--- src/rtl/dec_scan_pkg.sv ---
// Shared types, mode encodings and decode helper for the dec_scan_n decoder.
package dec_scan_pkg;

  typedef enum logic [1:0] {
    IDLE   = 2'd0,
    DIRECT = 2'd1,
    SCAN   = 2'd2
  } state_t;

  localparam logic MODE_DIRECT = 1'b0;
  localparam logic MODE_SCAN   = 1'b1;

  // Widest supported select; callers slice the result down to their OUT_W.
  localparam int unsigned MAX_SEL_W = 8;
  localparam int unsigned MAX_OUT_W = 256;

  // One-hot decode of an index, zero-extended to the widest output.
  function automatic logic [MAX_OUT_W-1:0] onehot(input logic [MAX_SEL_W-1:0] idx);
    return MAX_OUT_W'(1) << idx;
  endfunction

endpackage

--- src/rtl/dec_scan_tick.sv ---
// Dwell counter: pulses step_c while the count equals the programmed dwell.
module dec_scan_tick #(
  parameter int unsigned DWELL_W = 16
) (
  input  logic               clk,
  input  logic               rst,
  input  logic               clr,
  input  logic [DWELL_W-1:0] dwell,
  output logic               step_c
);

  logic [DWELL_W-1:0] count;

  // Step is taken on the last cycle of each dwell window.
  assign step_c = (count == dwell);

  // Count up, restarting on clear or at the end of a dwell window.
  always_ff @(posedge clk or posedge rst) begin
    if (rst) begin
      count <= '0;
    end else if (clr || step_c) begin
      count <= '0;
    end else begin
      count <= count + DWELL_W'(1);
    end
  end

endmodule

--- src/rtl/dec_scan_n.sv ---
// Registered one-hot decoder with direct-select and auto-scan modes.
module dec_scan_n
  import dec_scan_pkg::*;
#(
  parameter int unsigned SEL_W   = 3,
  parameter int unsigned OUT_W   = 2**SEL_W,
  parameter int unsigned DWELL_W = 16,
  parameter bit          ACT_LOW = 1'b0
) (
  input  logic               clk,
  input  logic               rst,
  input  logic               en,
  input  logic               mode,
  input  logic [SEL_W-1:0]   sel_in,
  input  logic [SEL_W-1:0]   last_idx,
  input  logic [DWELL_W-1:0] dwell,
  output logic [OUT_W-1:0]   y_out,
  output logic [SEL_W-1:0]   idx_out,
  output logic               valid,
  output logic               wrap
);

  localparam logic [OUT_W-1:0] Y_INACTIVE = {OUT_W{ACT_LOW}};

  state_t           state;
  state_t           state_nxt;
  logic [SEL_W-1:0] idx_nxt;
  logic [OUT_W-1:0] y_nxt;
  logic             valid_nxt;
  logic             wrap_nxt;
  logic             cnt_clr;
  logic             step_c;

  dec_scan_tick #(
    .DWELL_W(DWELL_W)
  ) u_tick (
    .clk   (clk),
    .rst   (rst),
    .clr   (cnt_clr),
    .dwell (dwell),
    .step_c(step_c)
  );

  // State register.
  always_ff @(posedge clk or posedge rst) begin
    if (rst) begin
      state <= IDLE;
    end else begin
      state <= state_nxt;
    end
  end

  // Next state: enable gates everything, mode picks DIRECT or SCAN.
  always_comb begin
    state_nxt = state;
    case (state)
      IDLE: begin
        if (en) state_nxt = (mode == MODE_SCAN) ? SCAN : DIRECT;
      end
      DIRECT, SCAN: begin
        if (!en)                    state_nxt = IDLE;
        else if (mode == MODE_SCAN) state_nxt = SCAN;
        else                        state_nxt = DIRECT;
      end
      default: state_nxt = IDLE;
    endcase
  end

  // Next output values; scan entry restarts at index 0 with a fresh dwell.
  always_comb begin
    idx_nxt   = '0;
    valid_nxt = 1'b0;
    wrap_nxt  = 1'b0;
    cnt_clr   = 1'b1;
    y_nxt     = Y_INACTIVE;
    case (state_nxt)
      DIRECT: begin
        idx_nxt   = sel_in;
        valid_nxt = 1'b1;
      end
      SCAN: begin
        valid_nxt = 1'b1;
        if (state == SCAN) begin
          cnt_clr = 1'b0;
          idx_nxt = idx_out;
          if (step_c) begin
            // An index at or above last_idx (last_idx may have been lowered) wraps to 0.
            if (idx_out >= last_idx) begin
              idx_nxt  = '0;
              wrap_nxt = 1'b1;
            end else begin
              idx_nxt = idx_out + SEL_W'(1);
            end
          end
        end
      end
      default: ;
    endcase
    if (valid_nxt) begin
      y_nxt = OUT_W'(onehot(MAX_SEL_W'(idx_nxt))) ^ Y_INACTIVE;
    end
  end

  // Output registers.
  always_ff @(posedge clk or posedge rst) begin
    if (rst) begin
      y_out   <= Y_INACTIVE;
      idx_out <= '0;
      valid   <= 1'b0;
      wrap    <= 1'b0;
    end else begin
      y_out   <= y_nxt;
      idx_out <= idx_nxt;
      valid   <= valid_nxt;
      wrap    <= wrap_nxt;
    end
  end

endmodule

--- config.mk ---
export PLATFORM = sky130hd
export DESIGN_NAME = dec_scan_n
export DESIGN_NICKNAME = d
export VERILOG_FILES = /design/src/rtl/dec_scan_pkg.sv /design/src/rtl/dec_scan_tick.sv /design/src/rtl/dec_scan_n.sv
export SDC_FILE = /design/constraint.sdc
export NUM_CORES = 1
export LEC_CHECK = 0
export CAP_MARGIN = 5
export CORE_ASPECT_RATIO = 2
export CORE_MARGIN = 2
export CORE_UTILIZATION = 47
export DETAILED_ROUTE_END_ITERATION = 6
export GPL_ROUTABILITY_DRIVEN = 0
export PLACE_DENSITY = 0.81
export SLEW_MARGIN = 0
export SYNTH_ARGS = -nofsm -noshare
export SYNTH_HDL_FRONTEND = slang
export SYNTH_SLANG_ARGS = --single-unit
export TNS_END_PERCENT = 100
--- constraint.sdc ---
create_clock -name clk -period 3.7 [get_ports clk]
set_clock_uncertainty 0.1 [all_clocks]
set_input_delay 0.555 -clock clk [delete_from_list [all_inputs] [get_ports clk]]
set_output_delay 0.555 -clock clk [all_outputs]
set_load 0.01 [all_outputs]
==> results.env <==
WORSTMARGINPINSLEW_PS=626
SYNTH_ASYNC_SR_FLOP_SHARE_PCT=100
CRITICAL_PATH.MAX_STAGE_DELAY_PS=520
FIN_CRIT_PS=2770
LAYOUT-DRIVE-GT1-SHARE_PCT=9.30
PATH_CELLS='clkdlybuf4s50_1 > nor2b_1 > nand2_1 > o21ai_0 > nor2b_1 > inv_1 > ha_1 > nand2_1 > nor4b_1 > a2111oi_4 > nor3b_1'
ROUTE.ANTENNA.REMAINING_NETS=0
SYNTHCELLS=169
POSTCTSSETUPBUFFERS=0
ROUTEDWLPERCELL_UM=13.6
DIE_Y_UM=90.1
SETUP_TNS_PS=0
START_UTIL_PCT=48.8
CELLPOWERDENSITY_nW_PER_UM2=413
RSZ0062_AT_GRT='false'
CLK_PATH_BUF_DEPTH=2
INTERNAL-POWER_uW=691
RUN_STATUS='completed'
CRITICAL-PATH-TOP-DELAY-FAMILY='simple AND/OR/NAND/NOR gates'
SYNTH.TOP_CELLS.BY_AREA='sky130_fd_sc_hd__dfrtp_1 (45%), sky130_fd_sc_hd__xor2_1 (13%), sky130_fd_sc_hd__ha_1 (7.2%), sky130_fd_sc_hd__nor2_1 (4.7%), sky130_fd_sc_hd__nor4_2 (3.6%)'
SYNTH_EDF_COUNT=0
SYNTH_LARGEST_AREA_CELL='sky130_fd_sc_hd__dfrtp_1'
CTS-BUFFERS-INSERTED=5
GROWTH_OF_DESIGN_AREA_FROM_SYNTHESIS_TO_FINISH_PCT=32.1
N_ANTENNA_CELL=0
CTS-HTREE-LEVELS=2
POWER_uW=952
DETAIL_ROUTE.WIRELENGTH_UM=3600
CLK_TRANSITION_REPORTED_PATHS_PS=60
WORST_REL_SLEW_SLACK_PCT=58.1
FINAL_DESIGN_AREA_NO_FILL_UM2=2300
MAXCAPVIOLATIONS=0
SETUP_VIOL=0
I_O_PINS=39
DIEAREA_UM2=4240
CRIT_TYPE='primary input to flip-flop'
TIMING.FINAL.HOLD_VIOLATIONS=0
CRITICAL_PATH.STARTPOINT_TYPE='primary input'
POST_DP_CELL_AREA_UM2=2180
FLOPS_LATCHES_SYNTH=31
CLOCK_TREE_FROM_TRITONCTS='built'
SLOWEST_STAGE='sky130_fd_sc_hd__a2111oi_4'
FINAL-INSTANCE-COUNT-EXCL-FILL=264
CLOCK_ROOT_CELL='sky130_fd_sc_hd__clkbuf_8'
GRT_START_MAX_NET_PINS=32
DIE_X_UM=47.1
SYNTH_CELL_TYPES=31
POST_SYNTH_INSTANCE_AREA_UM2=1740
COMB_POWER_SHARE_PCT=23.9
FINALNETCOUNT=250
WORST_SKEW_PAIR_LATENCY_PS=280
SYNTH_FLOP_CELL='sky130_fd_sc_hd__dfrtp_1'
CP_MAX_FO=9
FILLERINSTANCES=307
SHARE_OF_YOSYS_CELL_AREA_CLAIMED_BY_THE_TOP_AREA_CELL_TYPE_PCT=44.5
YS_WARN_COUNT=0
CTS.SINK_COUNT=31
DP_SLACK_PS=609
SHARE_CLK_OF_TOTAL_POWER_PCT=36.2
SYN-NUM-NETS=205
PORT_BUFFERS=38
DP_HPWL_UM=2750
MIN_PATH_TYPE='flip-flop to flip-flop'
CTS_HOLD_BUFFERS=0
WORST-ENDPOINT-ARRIVAL_PS=2870
GLOBAL_ROUTE.USAGE.TOTAL_PCT=19.4
INITIAL_ANTENNA_VIOLATION_COUNT=0
SYNTHESIS.AREA_PER_INSTANCE_UM2=10.3
PLACED_CELLS=256
GRT_PASS1_VIAS=1381
DRT_FIRST_PASS_ITERS=4
FMAX_GHz=0.360
DRCVIOLATIONCOUNT=0
FIRST_PASS_GRT_WIRE_LENGTH_UM=5950
GLOBALROUTE.TOTALOVERFLOW=0
ROUTE.VIAS.TOTAL=1336
HOLDWS_PS=459
PATH_BUF_INV=2
CP-END-KIND='flip-flop'
LAYOUT.CELLS.MOST_COMMON='sky130_fd_sc_hd__clkdlybuf4s50_1'
FRACTION_OF_THE_YOSYS_AREA_TAKEN_BY_SEQUENTIAL_CELLS_PCT=44.5
VDD.IR_DROP.WORST_mV=0.329
FIRST_ITER_VIOLATIONS=13
CORE_REGION_AREA_UM2=3570
TIMING.FINAL.CRIT_SHARE_PCT=75.0
POWER_LEAKAGE_nW=1.04
POWER_FRAC_SEQ_PCT=39.9
MAXSLEWVIOLCOUNT=0
DETAIL_ROUTE.VIAS_PER_CELL=5.06
FINAL_CELL_MIX='sky130_fd_sc_hd__clkdlybuf4s50_1 (38), sky130_fd_sc_hd__dfrtp_1 (31), sky130_fd_sc_hd__xor2_1 (25)'
P_SW_SHARE_PCT=27.4
WORSTPATHREQUIRED_PS=3790
WORST_SLACK_PS=925
POST_CTS_RESIZED=0
FIN_UTIL_PCT=64.5
FP-ROW-COUNT=31
POWER_SWITCHING_uW=261
layer usage:
| layer | vias up | GRT usage [%] | part of all wire (%) |
|---|---|---|---|
| met2 | 38 | 34.7 | 58 |
| met5 | - | 0 | 0 |
| li1 | 651 | - | - |
| met3 | 11 | 5.22 | 4.8 |
| met1 | 636 | 18.3 | 34 |
| met4 | 0 | 9.49 | 2.7 |
worst register-to-register path: cells and delay by family, from the launching register on:
kind,cells,cell delay (ps)
DFF,1,400
buffers and inverters,2,160
adders and majority gates,2,400
AOI/OAI and AO/OA,2,580
and+or+nand+nor,6,1020
registers in the layout, summed over array words and instances (netlist names):
name / count
wrap: 1
y_out: 8
valid: 1
u_tick.count: 16
idx_out: 3
state: 2
cell usage after synthesis, types with 2 or more instances:
library cell,number
sky130_fd_sc_hd__nand4_1,2
sky130_fd_sc_hd__xor2_1,25
sky130_fd_sc_hd__nor2_1,22
sky130_fd_sc_hd__ha_1,10
sky130_fd_sc_hd__dfrtp_1,31
sky130_fd_sc_hd__xnor2_1,4
sky130_fd_sc_hd__nor4_2,5
sky130_fd_sc_hd__mux2i_1,2
sky130_fd_sc_hd__o21ai_0,4
sky130_fd_sc_hd__inv_1,12
sky130_fd_sc_hd__nor2b_1,3
sky130_fd_sc_hd__nor3b_1,3
sky130_fd_sc_hd__nor3_1,4
sky130_fd_sc_hd__and3_1,3
sky130_fd_sc_hd__nand2_1,12
sky130_fd_sc_hd__nand2b_1,3
sky130_fd_sc_hd__nand3_1,9
sky130_fd_sc_hd__and4_1,2
area by class of cell:
class                      instances  area [um^2]  share of cell area [%]
timing repair buffer              40          395                    17.2
clock inverter                     2         35.0                    1.52
sequential                        31          776                    33.7
clock buffer                       6         82.6                    3.59
multi-input combinational        124          907                    39.4
tap                               49         61.3                    2.66
inverter                          12         45.0                    1.96
power by group through the flow:
stage               Clock, mW  Sequential, mW  Combinational [mW]
finish                  0.345           0.380               0.227
floorplan                   0           0.391               0.123
CTS                     0.349           0.380               0.231
global placement            0           0.386               0.224
global route            0.366           0.382               0.254
detailed placement          0           0.386               0.229
cells by family after synthesis:
| kind of cell | count (synthesis) | synth area share [%] |
|---|---|---|
| AO/OA/AOI/OAI | 10 | 4.74 |
| XOR/XNOR | 30 | 15.5 |
| adder cells (fa/ha/maj) | 10 | 7.18 |
| buffers and inverters | 14 | 3.45 |
| flip-flops | 31 | 44.5 |
| multiplexers | 2 | 1.15 |
| AND/OR/NAND/NOR | 72 | 23.5 |
final timing paths:
path | start | slack (ps) | end | depth (start not counted)
max | en | 930 | y_out[1] | 11
max in group asynchronous | rst | 2660 | u_tick.count[1] | 3
max reg2reg | state[0] | 960 | y_out[1] | 12
min | u_tick.count[0] | 460 | u_tick.count[0] | 1
min in group asynchronous | rst | 550 | u_tick.count[13] | 3
min reg2reg | u_tick.count[0] | 460 | u_tick.count[0] | 1
No activity file was read; power rests on OpenSTA's default activity.
